`src/rtl/mtr_pkg.sv`:
```
// Shared definitions for the meter increment scheduler: source indices,
// FSM encoding and the fixed-priority grant helper.
package mtr_pkg;

   localparam int NSRC      = 5;
   localparam int SRC_TIME  = 0;
   localparam int SRC_PERF  = 1;
   localparam int SRC_EBOX  = 2;
   localparam int SRC_CACHE = 3;
   localparam int SRC_INTV  = 4;

   typedef enum logic [1:0] {
      IDLE    = 2'd0,
      REQ     = 2'd1,
      HONORED = 2'd2,
      COOL    = 2'd3
   } mtr_sched_state_t;

   // Lowest index wins: TIME > PERF > EBOX > CACHE > INTV.
   function automatic logic [0:NSRC-1] first_onehot(input logic [0:NSRC-1] req);
      logic [0:NSRC-1] g;
      logic            found;
      g     = '0;
      found = 1'b0;
      for (int i = 0; i < NSRC; i++) begin
         if (req[i] && !found) begin
            g[i]  = 1'b1;
            found = 1'b1;
         end else begin
            g[i]  = 1'b0;
         end
      end
      return g;
   endfunction

endpackage

```
`src/rtl/mtr_prio5.sv`:
```
// Five-source fixed-priority encoder; the interval source reports
// counter index 0 with is_vector set.
module mtr_prio5
   import mtr_pkg::*;
(
   input  logic [0:NSRC-1] req_i,
   output logic [1:0]      idx_o,
   output logic            any_o,
   output logic            is_vector_o
);

   logic [0:NSRC-1] grant;

   assign grant       = first_onehot(req_i);
   assign any_o       = |grant;
   assign is_vector_o = grant[SRC_INTV];
   assign idx_o       = {grant[SRC_EBOX] | grant[SRC_CACHE], grant[SRC_PERF] | grant[SRC_CACHE]};

endmodule

```
`src/rtl/mtr_incr_sched.sv`:
```
// Meter-board service scheduler: latches counter overflows and interval
// done, arbitrates, and runs the PI request/honor/service handshake.
module mtr_incr_sched
   import mtr_pkg::*;
#(
   parameter int HONOR_TMO = 64,
   parameter int TMO_W     = 8
)
(
   input  logic       clk,
   input  logic       RESET,
   input  logic [0:3] OVF,
   input  logic       INTV_DONE,
   input  logic [2:0] PIA,
   input  logic       HONOR,
   input  logic       SERVICE_DONE,
   output logic       INTERRUPT_REQ,
   output logic [1:0] INCR_SEL,
   output logic       VECTOR_REQ,
   output logic [0:3] CLR_OVF,
   output logic       INTV_ACK,
   output logic [0:4] PENDING,
   output logic [0:3] LOST,
   output logic       BUSY
);

   localparam logic [TMO_W-1:0] TMO_LAST = TMO_W'(HONOR_TMO - 1);

   mtr_sched_state_t state_q, state_d;
   logic [0:NSRC-1]  sel_q, sel_d;
   logic [TMO_W-1:0] tmo_q, tmo_d;
   logic [0:NSRC-1]  pending_q, pending_d;
   logic [0:3]       lost_q, lost_d;
   logic [0:3]       clr_ovf_q, clr_ovf_d;
   logic             intv_ack_q, intv_ack_d;

   logic [0:NSRC-1]  set_vec, clr_vec, avail;
   logic [0:NSRC-1]  arb_grant;
   logic             arb_any;
   logic [1:0]       live_idx, held_idx;
   logic             live_any, held_any, live_vec, held_vec;

   // The service clear lands while the strobe is out; arbitration in that
   // cycle must not re-pick the source being cleared.
   assign set_vec   = {OVF, INTV_DONE};
   assign clr_vec   = {clr_ovf_q, intv_ack_q};
   assign avail     = pending_q & ~clr_vec;
   assign arb_grant = first_onehot(avail);
   assign arb_any   = |avail;

   mtr_prio5 u_live (.req_i(pending_q), .idx_o(live_idx), .any_o(live_any), .is_vector_o(live_vec));
   mtr_prio5 u_held (.req_i(sel_q),     .idx_o(held_idx), .any_o(held_any), .is_vector_o(held_vec));

   // State and datapath registers.
   always_ff @(posedge clk) begin
      if (RESET) begin
         state_q    <= IDLE;
         sel_q      <= '0;
         tmo_q      <= '0;
         pending_q  <= '0;
         lost_q     <= '0;
         clr_ovf_q  <= '0;
         intv_ack_q <= 1'b0;
      end else begin
         state_q    <= state_d;
         sel_q      <= sel_d;
         tmo_q      <= tmo_d;
         pending_q  <= pending_d;
         lost_q     <= lost_d;
         clr_ovf_q  <= clr_ovf_d;
         intv_ack_q <= intv_ack_d;
      end
   end

   // Pending capture: a new event beats a same-cycle service clear.
   always_comb begin
      pending_d = set_vec | (pending_q & ~clr_vec);
      lost_d    = lost_q | (OVF & pending_q[0:3] & ~clr_ovf_q);
   end

   // Next-state logic; COOL re-arbitrates on exit so the request is low one cycle.
   always_comb begin
      state_d    = state_q;
      sel_d      = sel_q;
      tmo_d      = '0;
      clr_ovf_d  = '0;
      intv_ack_d = 1'b0;
      case (state_q)
         IDLE, COOL: begin
            if ((PIA != 3'd0) && arb_any) begin
               state_d = REQ;
               sel_d   = arb_grant;
            end else begin
               state_d = IDLE;
            end
         end
         REQ: begin
            if (HONOR) begin
               state_d = HONORED;
            end else if (PIA == 3'd0) begin
               state_d = IDLE;
            end else if (tmo_q == TMO_LAST) begin
               state_d = COOL;
            end else begin
               tmo_d = tmo_q + TMO_W'(1);
            end
         end
         HONORED: begin
            if (SERVICE_DONE) begin
               state_d    = IDLE;
               clr_ovf_d  = sel_q[0:3];
               intv_ack_d = sel_q[SRC_INTV];
            end else begin
               state_d = HONORED;
            end
         end
         default: begin
            state_d = IDLE;
         end
      endcase
   end

   // Output decode: latched winner during the handshake, live winner otherwise.
   always_comb begin
      INCR_SEL   = 2'd0;
      VECTOR_REQ = 1'b0;
      if (((state_q == REQ) || (state_q == HONORED)) && held_any) begin
         INCR_SEL   = held_idx;
         VECTOR_REQ = held_vec;
      end else if (live_any) begin
         INCR_SEL   = live_idx;
         VECTOR_REQ = live_vec;
      end else begin
         INCR_SEL   = 2'd0;
         VECTOR_REQ = 1'b0;
      end
   end

   assign INTERRUPT_REQ = (state_q == REQ);
   assign BUSY          = (state_q != IDLE);
   assign CLR_OVF       = clr_ovf_q;
   assign INTV_ACK      = intv_ack_q;
   assign PENDING       = pending_q;
   assign LOST          = lost_q;

endmodule
```
`config.mk`:
```
export PLATFORM = sky130hd
export DESIGN_NAME = mtr_incr_sched
export DESIGN_NICKNAME = d
export VERILOG_FILES = /design/src/rtl/mtr_pkg.sv /design/src/rtl/mtr_prio5.sv /design/src/rtl/mtr_incr_sched.sv
export SDC_FILE = /design/constraint.sdc
export NUM_CORES = 1
export LEC_CHECK = 0
export CORE_MARGIN = 2
export CORE_UTILIZATION = 30
export DETAILED_ROUTE_END_ITERATION = 8
export PLACE_DENSITY = 0.49
export SYNTH_ARGS = -nofsm -noshare
export SYNTH_HDL_FRONTEND = slang
export SYNTH_SLANG_ARGS = --single-unit
export TNS_END_PERCENT = 20
```
`constraint.sdc`:
```
create_clock -name clk -period 2.4 [get_ports clk]
set_input_delay 0.6 -clock clk [delete_from_list [all_inputs] [get_ports clk]]
set_output_delay 0.6 -clock clk [all_outputs]
set_load 0.02 [all_outputs]
```
==> summary.md, run 1 <==
| Metric | Value |
|---|---|
| Dpl ws | `-130 ps` |
| Die H | `slightly below 70 um` |
| Clock Sinks | `29` |
| Syn avg cell area | `8.40 um2` |
| Commonest non-fill, non-tap cell in the layout | `nor2_1` |
| Slowest stage delay, CP | `550 ps` |
| Largest family of logic cells by synthesized area | `simple AND/OR/NAND/NOR gates` |
| Post-route antenna net violation count | `0` |
| First-pass GRT wire length | `about 5.0 mm` |
| Die Width | `between 60 and 70 um` |
| VDD IR max | `0.394 mV` |
| Net Count, Synth | `about 170` |
| I/O Buffers | `30` |
| Final hold vios | `0` |
| Initial antenna violation count | `0` |
| TNS Setup | `0 ps` |
| RSZ-0062 raised after global routing | `true` |
| WP data required | `around 1800 ps` |
| CP delay by family, top | `simple AND/OR/NAND/NOR gates` |
| Initial Util | `31.3%` |
| Final Net Count | `approximately 210` |
| Yosys warning count | `0` |
| Final wirelength | `slightly above 3 mm` |
| CP Class | `flop to output port` |
| Worst-margin pin slew | `approximately 470 ps` |
| Wire per inst | `~12 um` |
| Mux cell area share after synthesis | `0%` |
| Initial DRC Count | `55` |
| Placed Cells | `between 200 and 250` |
| Power per cell area | `approximately 730 mW/mm2` |
| Xor/xnor share of the synthesized area | `under 10%` |
| Drt pass-1 iters | `4` |
| CP Launch Type | `flop` |
| Vias in the first global route | `roughly 1,100` |
| ANT cells | `0` |
| GPL Wtd Cong | `between 0.8 and 0.9` |
| Min Tclk post-route | `2350 ps` |
| CTS tree | `done` |
| Leakage | `0.707 nW` |
| GR Overflow Total | `0` |
| Mapped Area | `between 0.001 and 0.0015 mm2` |
| Num rows | `23` |
| Core area | `between 0.004 and 0.005 mm2` |
| Layout cells sized above 1 | `15.8%` |
| Clock tree root driver cell | `clkbuf_8` |
| Post-Layout Cell Count | `between 200 and 250` |
| Endpoint type of the worst setup path | `output port` |
| Synth Area in Adders | `under 10%` |
| CTS Buf Count | `5` |
| Post-synthesis cell type count | `30` |
| Worst-path maximum fanout | `2` |
| Area fraction in compound gates after synthesis | `between 10 and 15%` |
| Filler cells | `387` |
| # IOs | `31` |
| Post CTS Setup Buffer Count | `0` |
| Drt drc | `0` |
| Worst Path Buf+Inv | `2` |
| Worst Clk Skew | `between 2 and 3 ps` |
| Final Slew Violations | `0` |
| H-tree depth | `2` |
| CP arrival | `about 1800 ps` |
| Synth-to-layout area growth | `45.1%` |
| Most frequent cells in the layout | `nor2_1 (34), dfxtp_1 (29), clkdlybuf4s50_1 (27)` |
| Outcome | `complete, no violations` |
| Die Area | `0.00470 mm2` |
| Clk buf depth | `2` |
| Crit path cell chain | `or4_4, o21ai_4, buf_4, nor3_1, a21o_1, buf_2` |
| Max Clk Rate | `~420 MHz` |
| Tot GR Track Use | `15.0%` |
| Seq/Total Area, Yosys | `a little under half` |
| Largest net degree at the start of global routing | `16` |
| Post-route setup slack | `roughly 46 ps` |
| Clk slew on worst S/H paths | `60 ps` |
| Worst-skew pair later-pin latency | `between 200 and 300 ps` |
| # setup viols final | `0` |
| Final critical-path share of the clock period | `98.1%` |
| Simple-gate share of the synthesized area | `about a quarter` |
| Max-cap viol count | `0` |
| Hold Path Class | `flop to flop` |
| Slowest stage cell on the critical path | `or4_4` |
| Synth Register Bits | `29` |
| Mapped Cells | `between 100 and 150` |
| Slew headroom | `68.5%` |
| Via-per-instance ratio | `between 4 and 5` |
| Final HPWL DP | `~2.4 mm` |
| Routed via count | `around 1,100` |
-- layer usage --
layer | part of all wire (%) | global-route usage, % | vias up
met1 | 48 | 19.6 | 511
met3 | 5.9 | 7.14 | 7
met4 | 1.5 | 6.00 | 0
li1 | - | - | 597
met5 | 0 | 0 | -
met2 | 44 | 21.0 | 25
-- synth_stat cells, drive strengths merged --
library cell / count / area, um2
a21o: 3 / 23.8
a21oi: 11 / 55.1
a31o: 2 / 17.5
a32oi: 1 / 8.76
and2: 4 / 25.0
buf: 1 / 11.3
clkbuf: 4 / 15.0
dfxtp: 29 / 581
ha: 4 / 50.1
inv: 9 / 33.8
nand2: 4 / 15.0
nand2b: 1 / 6.26
nand3: 6 / 30.0
nor2: 34 / 128
nor2b: 5 / 31.3
nor3: 6 / 30.0
nor4: 4 / 31.3
o2111ai: 1 / 8.76
o211ai: 1 / 7.51
o21ai: 5 / 25.0
o31ai: 1 / 7.51
o41ai: 3 / 26.3
or2: 1 / 6.26
or3: 1 / 6.26
or3b: 1 / 11.3
or4: 1 / 7.51
xnor2: 4 / 35.0
xor2: 2 / 17.5
-- layout make-up --
type / instances / area [um2] / area share, %
well taps: 50 / 62.6 / 3.45
clock buffers: 7 / 86.3 / 4.76
clock inverters: 1 / 30.0 / 1.65
inverters: 9 / 33.8 / 1.86
multi-input cells: 106 / 628 / 34.6
repair buffers: 44 / 394 / 21.7
flip-flops and latches: 29 / 581 / 32.0
-- flip-flops by register name, summed over array words and instances, names as in the netlist --
register,cells
LOST,4
tmo_q,8
INTV_ACK,1
state_q,2
PENDING,5
sel_q,5
CLR_OVF,4
-- cell families after synthesis --
group,after synthesis
adders and majority gates,4
xor gates and xnor gates,6
buffers and inverters,14
AOI/OAI and AO/OA,28
DFF,29
and+or+nand+nor,68
-- power breakdown --
| part | internal, mW | switching (mW) | total [mW] |
|---|---|---|---|
| clock network | 0.338 | 0.179 | 0.517 |
| logic | 0.141 | 0.142 | 0.282 |
| registers | 0.504 | 0.0178 | 0.522 |
-- through the flow --
stage                     hold WS [ps]  utilization [%]  instance area [um2]  power, mW
after global routing               520             45.4                 1820       1.39
after floorplan                    430                -                 1250      0.670
after global placement             444             42.3                 1690      0.806
final                              468             45.4                 1820       1.32
after CTS                          474             45.4                 1810       1.33
after detailed placement           460             42.3                 1690      0.807
-- repair_timing --
action                     in CTS  in global routing
setup endpoints to repair       3                  2
pin swaps                       0                  1
hold buffers                    0                  0
resized for setup              10                  5
-- worst reg2reg max path, cell delays in order, from the launching register on --
cell and delay (ps):
dfxtp_1 310, inv_1 70, buf_4 110, ha_1 180
or3b_4 420, or3_1 490, nor2_1 150
-- worst paths after layout --
path	slack [ps]	depth (start not counted)	start	endpoint
max	50	6	sel_q[3]$_SDFFE_PP0P_	INCR_SEL[0]
min reg2reg	470	1	tmo_q[0]$_SDFF_PP0_	tmo_q[0]$_SDFF_PP0_
max reg2reg	600	6	state_q[1]$_SDFFE_PP0P_	tmo_q[3]$_SDFF_PP0_
min	470	1	tmo_q[0]$_SDFF_PP0_	tmo_q[0]$_SDFF_PP0_
No activity file was read; power rests on OpenSTA's default activity.
==> run 2, diff against run 1 <==
- CORE_ASPECT_RATIO: not set -> 2
- CORE_UTILIZATION: 30 -> 48
- PLACE_DENSITY: 0.49 -> 0.74
==> run 2 against run 1 <==
Total power is 0.45% lower. Global-route usage is 11 points higher. Cell count is 9.8% lower. Critical path type unchanged. Register-to-register slack worse by 50 ps. Clock skew is 4.0 ps higher. Critical endpoint unchanged. First-iteration DRC count is 49% lower. Worst hold slack hardly changed.
==> summary.md, run 2 (synthesis gave the netlist of run 1 again) <==
| Metric | Value |
|---|---|
| H-tree depth | `2 (unchanged)` |
| VDD IR max | `0.684 mV (+74%)` |
| Wire per inst | `14.8 um (+19%)` |
| R2R cell count | `6 (unchanged)` |
| Endpoint type of the worst setup path | `output port` |
| Vias in the first global route | `1,192 (+13%)` |
| Final hold vios | `0 (unchanged)` |
| ANT cells | `0 (unchanged)` |
| Crit path from | `sel_q[3]$_SDFFE_PP0P_` |
| Core area | `0.00250 mm2 (-37%)` |
| Drt drc | `0 (unchanged)` |
| Num rows | `26 (+13%)` |
| WP data required | `1800 ps (about the same)` |
| Die Area | `0.00306 mm2 (-35%)` |
| Hold Path Cell Cnt | `1 (unchanged)` |
| Clk buf depth | `2 (unchanged)` |
| Largest net degree at the start of global routing | `11 (-5)` |
| Worst-margin pin slew | `496 ps (+27.9 ps)` |
| Slew headroom | `66.9% (-1.7 points)` |
| Worst r2r src | `state_q[0]$_SDFFE_PP0P_` |
| CP arrival | `1750 ps (about the same)` |
| TNS Setup | `0 ps (unchanged)` |
| RSZ-0062 raised after global routing | `true` |
| CTS tree | `done` |
| Placed Cells | `214 (-10%)` |
| GR Overflow Total | `0 (unchanged)` |
| Tot GR Track Use | `25.6% (+11 points)` |
| Max-cap viol count | `0 (unchanged)` |
| Reg2Reg Setup Slack | `550 ps (-50 ps)` |
| Die H | `76.2 um (+11%)` |
| Final critical-path share of the clock period | `98.1% (about the same)` |
| Storage cell area | `581 um2 (unchanged)` |
| Post-route antenna net violation count | `0 (unchanged)` |
| Leakage | `0.699 nW (-1.1%)` |
| Drt pass-1 iters | `4 (unchanged)` |
| Hold WS | `468 ps (+0.141 ps)` |
| CTS Buf Count | `5 (unchanged)` |
| Initial antenna violation count | `0 (unchanged)` |
| # IOs | `31 (unchanged)` |
| Post-Layout Cell Count | `222 (-9.8%)` |
| Min Tclk post-route | `2350 ps (-0.814 ps)` |
| Initial Util | `50.0% (+19 points)` |
| Power per cell area | `745 mW/mm2 (+2.3%)` |
| Final Slew Violations | `0 (unchanged)` |
| First-pass GRT wire length | `5.29 mm (+4.9%)` |
| Final Util | `70.5% (+25 points)` |
| CTS hold repair buffers | `0 (unchanged)` |
| Synth-to-layout area growth | `41.2%` |
| CP Launch Type | `flop` |
| Most frequent cells in the layout | `nor2_1 (34), dfxtp_1 (29), clkdlybuf4s50_1 (27)` |
| Clk slew on worst S/H paths | `60 ps (about the same)` |
| Die Width | `40.1 um (-42%)` |
| Largest register FFs | `8 (unchanged)` |
| Max Clk Rate | `425 MHz (about the same)` |
| Final HPWL DP | `2.59 mm (+9.1%)` |
| Filler cells | `214 (-45%)` |
| Final wirelength | `3.28 mm (+7.2%)` |
| CP Class | `flop to output port` |
| Reg-to-reg endpoint | `sel_q[1]$_SDFFE_PP0P_` |
| Clock tree root driver cell | `clkbuf_8` |
| Routed via count | `1,204 (+5.6%)` |
| # setup viols final | `0 (unchanged)` |
| Outcome | `complete, no violations` |
| Worst-path maximum fanout | `2 (unchanged)` |
| Layout cells sized above 1 | `15.5% (-0.35 points)` |
| I/O Buffers | `30 (unchanged)` |
| Final Net Count | `209 (-0.95%)` |
| Via-per-instance ratio | `5.42 (+17%)` |
| Post CTS Setup Buffer Count | `0 (unchanged)` |
| Commonest non-fill, non-tap cell in the layout | `nor2_1` |
| Initial DRC Count | `28 (-49%)` |
| Clock Sinks | `29 (unchanged)` |
| Hold Path Class | `flop to flop` |
| Largest Register | `tmo_q` |
| Hold EP | `tmo_q[0]$_SDFF_PP0_` |
| Worst-skew pair later-pin latency | `280 ps (about the same)` |
| Launch point of the worst hold path | `tmo_q[0]$_SDFF_PP0_` |
| Area of the multi-input gates | `626 um2 (-0.40%)` |
| Worst Clk Skew | `6.82 ps (+3.99 ps)` |
| GPL Wtd Cong | `0.847 (-1.2%)` |
## run 2: changes by cell type in the layout (fill, tap and decap cells not counted), sizes merged
cell,change
buf,-2
clkbuf,+1
dlygate4sd2,-1
## run 2: per-layer routing
metal | routed length, um | GRT usage [%] | share of wire, %
met3 | 151 | 8.16 | 4.6
met5 | 0 | 0 | 0
met2 | 1930 | 45.0 | 59
met1 | 1100 | 24.2 | 33
met4 | 101 | 11.0 | 3.1
## run 2: worst max-delay path, stage by stage, from the launching register on
cell,delay (ps)
dfxtp_1,320
or4_4,540
o21ai_2,150
buf_4,130
nor3_1,30
a21o_1,150
buf_2,150
## run 2: power breakdown
part	internal [mW]	switching [mW]
combinational	0.132	0.143
sequential	0.504	0.0173
clock	0.338	0.181
## run 2: layout make-up
type	instances	share of cell area, %
clock inverter	1	1.70
tap	28	1.98
multi-input combinational	106	35.4
inverter	9	1.91
clock buffer	7	4.89
sequential	29	32.9
timing repair buffer	42	21.2
## run 2: worst max-delay path by stage
| stage | endpoint | slack (ps) | cells past startpoint |
|---|---|---|---|
| final | INCR_SEL[0] | 50 | 6 |
| after detailed placement | INCR_SEL[1] | -190 | 5 |
| after CTS | INCR_SEL[0] | 60 | 6 |
| after floorplan | INCR_SEL[1] | 210 | 4 |
| after global placement | INCR_SEL[0] | -120 | 6 |
| after global routing | INCR_SEL[0] | -30 | 6 |
## run 2: metrics by stage
| stage | setup slack (ps) | area, um2 | total power [mW] |
|---|---|---|---|
| 2_1_floorplan | 212 | 1250 | 0.670 |
| 3_3_place_gp | -121 | 1650 | 0.795 |
| 3_5_place_dp | -186 | 1650 | 0.801 |
| 4_1_cts | 56.1 | 1770 | 1.32 |
| 5_1_grt | -31.9 | 1770 | 1.37 |
| 6_report | 46.7 | 1770 | 1.32 |
## run 2: repair_timing
item / 4_1_cts / 5_1_grt
gates resized for setup: 14 / 2
setup endpoints to repair: 3 / 2
pin swaps: 0 / 0
==> run 3, diff against run 2 <==
- PLACE_DENSITY: 0.74 -> 0.79
- clock period: 2.4 -> 2.6 ns (I/O delays scaled with it)
==> run 3 against run 2 <==
The run now ends with negative setup slack left. Register-to-register slack improved by 190 ps. Cell area is 4.5% lower. Sequential power fell by 7.1%. Clock skew is 2.8 ps lower. Critical path type unchanged.
==> summary.md, run 3 (synthesis gave the netlist of run 1 again) <==
| Metric | Value |
|---|---|
| Vias in the first global route | `1,260 (+5.7%)` |
| Failing checks | `negative setup slack` |
| Initial Util | `50.0% (unchanged)` |
| Max Clk Rate | `about 380 MHz` |
| Wire per inst | `15.6 um (+6.0%)` |
| Clk buf depth | `2 (unchanged)` |
| Num rows | `26 (unchanged)` |
| Power per cell area | `633 mW/mm2 (-15%)` |
| CP Class | `flop to output port` |
| Slew headroom | `62.7% (-4.2 points)` |
| TNS Setup | `-9.76 ps (-9.76 ps)` |
| VDD IR max | `0.570 mV (-17%)` |
| Drt pass-1 iters | `4 (unchanged)` |
| ANT cells | `0 (unchanged)` |
| Final critical-path share of the clock period | `100%` |
| CTS Buf Count | `5 (unchanged)` |
| Clock tree root driver cell | `clkbuf_8` |
| Min Tclk post-route | `2610 ps` |
| Commonest non-fill, non-tap cell in the layout | `nor2_1` |
| CP delay by family, top | `simple AND/OR/NAND/NOR gates` |
| Max-cap viol count | `0 (unchanged)` |
| Most frequent cells in the layout | `nor2_1 (34), dfxtp_1 (29), clkdlybuf4s50_1 (27)` |
| Tot GR Track Use | `25.5% (-0.055 points)` |
| RSZ-0062 raised after global routing | `true` |
| Worst-skew pair later-pin latency | `280 ps (about the same)` |
| WP data required | `1950 ps (+150 ps)` |
| Die Area | `0.00306 mm2 (unchanged)` |
| Core area | `0.00250 mm2 (unchanged)` |
| Filler cells | `196 (-8.4%)` |
| Worst Path Buf+Inv | `2 (unchanged)` |
| Initial DRC Count | `43 (+54%)` |
| GR Overflow Total | `0 (unchanged)` |
| # setup viols final | `1 (+1)` |
| Crit path cell chain | `or4_1, o21ai_2, buf_4, nor3_1, a21o_1, dlygate4sd2_1` |
| Worst Clk Skew | `3.99 ps (-2.82 ps)` |
| Drt drc | `0 (unchanged)` |
| Worst-margin pin slew | `559 ps (+62.5 ps)` |
| Final Net Count | `203 (-2.9%)` |
| # IOs | `31 (unchanged)` |
| Post-route antenna net violation count | `0 (unchanged)` |
| Post-Layout Cell Count | `216 (-2.7%)` |
| CTS hold repair buffers | `0 (unchanged)` |
| Layout cells sized above 1 | `11.2% (-4.3 points)` |
| Endpoint type of the worst setup path | `output port` |
| I/O Buffers | `30 (unchanged)` |
| First-pass GRT wire length | `5.44 mm (+2.9%)` |
| Leakage | `0.656 nW (-6.2%)` |
| GPL Wtd Cong | `0.878 (+3.6%)` |
| Slowest stage cell on the critical path | `or4_1` |
| Clk slew on worst S/H paths | `60 ps (about the same)` |
| Die H | `76.2 um (unchanged)` |
| Synth-to-layout area growth | `34.9%` |
| Worst-path maximum fanout | `2 (unchanged)` |
| Largest Register | `tmo_q` |
| Final wirelength | `3.38 mm (+3.2%)` |
| Final Slew Violations | `0 (unchanged)` |
| Placed Cells | `208 (-2.8%)` |
| Outcome | `complete, but fails checks` |
| Die Width | `40.1 um (unchanged)` |
| Clock Sinks | `29 (unchanged)` |
| Initial antenna violation count | `0 (unchanged)` |
| CTS tree | `done` |
| Slowest stage delay, CP | `570 ps (+30 ps)` |
| Largest register FFs | `8 (unchanged)` |
| Final HPWL DP | `2.55 mm (-1.8%)` |
| Routed via count | `1,203 (-0.083%)` |
| CP Launch Type | `flop` |
| Hold Path Class | `flop to flop` |
| Largest net degree at the start of global routing | `17 (+6)` |
| CP arrival | `1960 ps (+210 ps)` |
| H-tree depth | `2 (unchanged)` |
| Via-per-instance ratio | `5.57 (+2.7%)` |
| Final hold vios | `0 (unchanged)` |
| Post-route setup slack | `-9.76 ps (-56.5 ps)` |
## run 3: cell types whose count changed in the layout (fill, tap and decap cells not counted), moves of 2 or more
cell           before  now
dlygate4sd2_1       0    2
buf_4              12    6
buf_2               2    0
clkinv_2            0    2
## run 3: final timing paths
kind | start | end | slack [ps] | cells after the start
worst max register to register | state_q[0]$_SDFFE_PP0P_ | sel_q[1]$_SDFFE_PP0P_ | 740 | 6
worst min-delay path | tmo_q[0]$_SDFF_PP0_ | tmo_q[0]$_SDFF_PP0_ | 470 | 1
worst min register to register | tmo_q[0]$_SDFF_PP0_ | tmo_q[0]$_SDFF_PP0_ | 470 | 1
worst max-delay path | sel_q[3]$_SDFFE_PP0P_ | INCR_SEL[0] | -10 | 6
## run 3: layout make-up
class                   count  area [um2]  area share (%)
multi-input cells         106         614            36.4
flip-flops and latches     29         581            34.4
repair buffers             36         338            20.0
clock buffers               5        68.8            4.08
well taps                  28        35.0            2.08
inverters                   9        33.8            2.00
clock inverters             3        17.5            1.04
## run 3: per-stage QoR
step / hold slack, ps / setup WS [ps] / instance area, um2 / total power, mW / utilization (%)
after global routing: 493 / -54.9 / 1690 / 1.13 / 67.4
after floorplan: 430 / 362 / 1250 / 0.618 / -
after global placement: 442 / 20.3 / 1610 / 0.713 / 64.1
after detailed placement: 461 / -17.4 / 1610 / 0.722 / 64.1
final: 468 / -9.76 / 1690 / 1.07 / 67.4
after CTS: 476 / -23.7 / 1690 / 1.08 / 67.4
## run 3: report_power, final
| part | switching, mW | internal, mW | total (mW) |
|---|---|---|---|
| registers | 0.0188 | 0.465 | 0.484 |
| logic | 0.125 | 0.105 | 0.230 |
| clock network | 0.171 | 0.184 | 0.355 |
## run 3: what timing repair did
| item | CTS | global route |
|---|---|---|
| resized for setup | 4 | 4 |
| pin swaps | 0 | 0 |
| endpoints found under the setup margin | 3 | 2 |
| setup buffers | 0 | 0 |
## run 3: layer usage
metal | vias up | wire length (um) | track usage (%)
met4 | 0 | 167 | 15.9
met5 | - | 0 | 0
met2 | 54 | 1860 | 43.4
met3 | 14 | 197 | 6.12
li1 | 584 | - | -
met1 | 551 | 1160 | 24.5
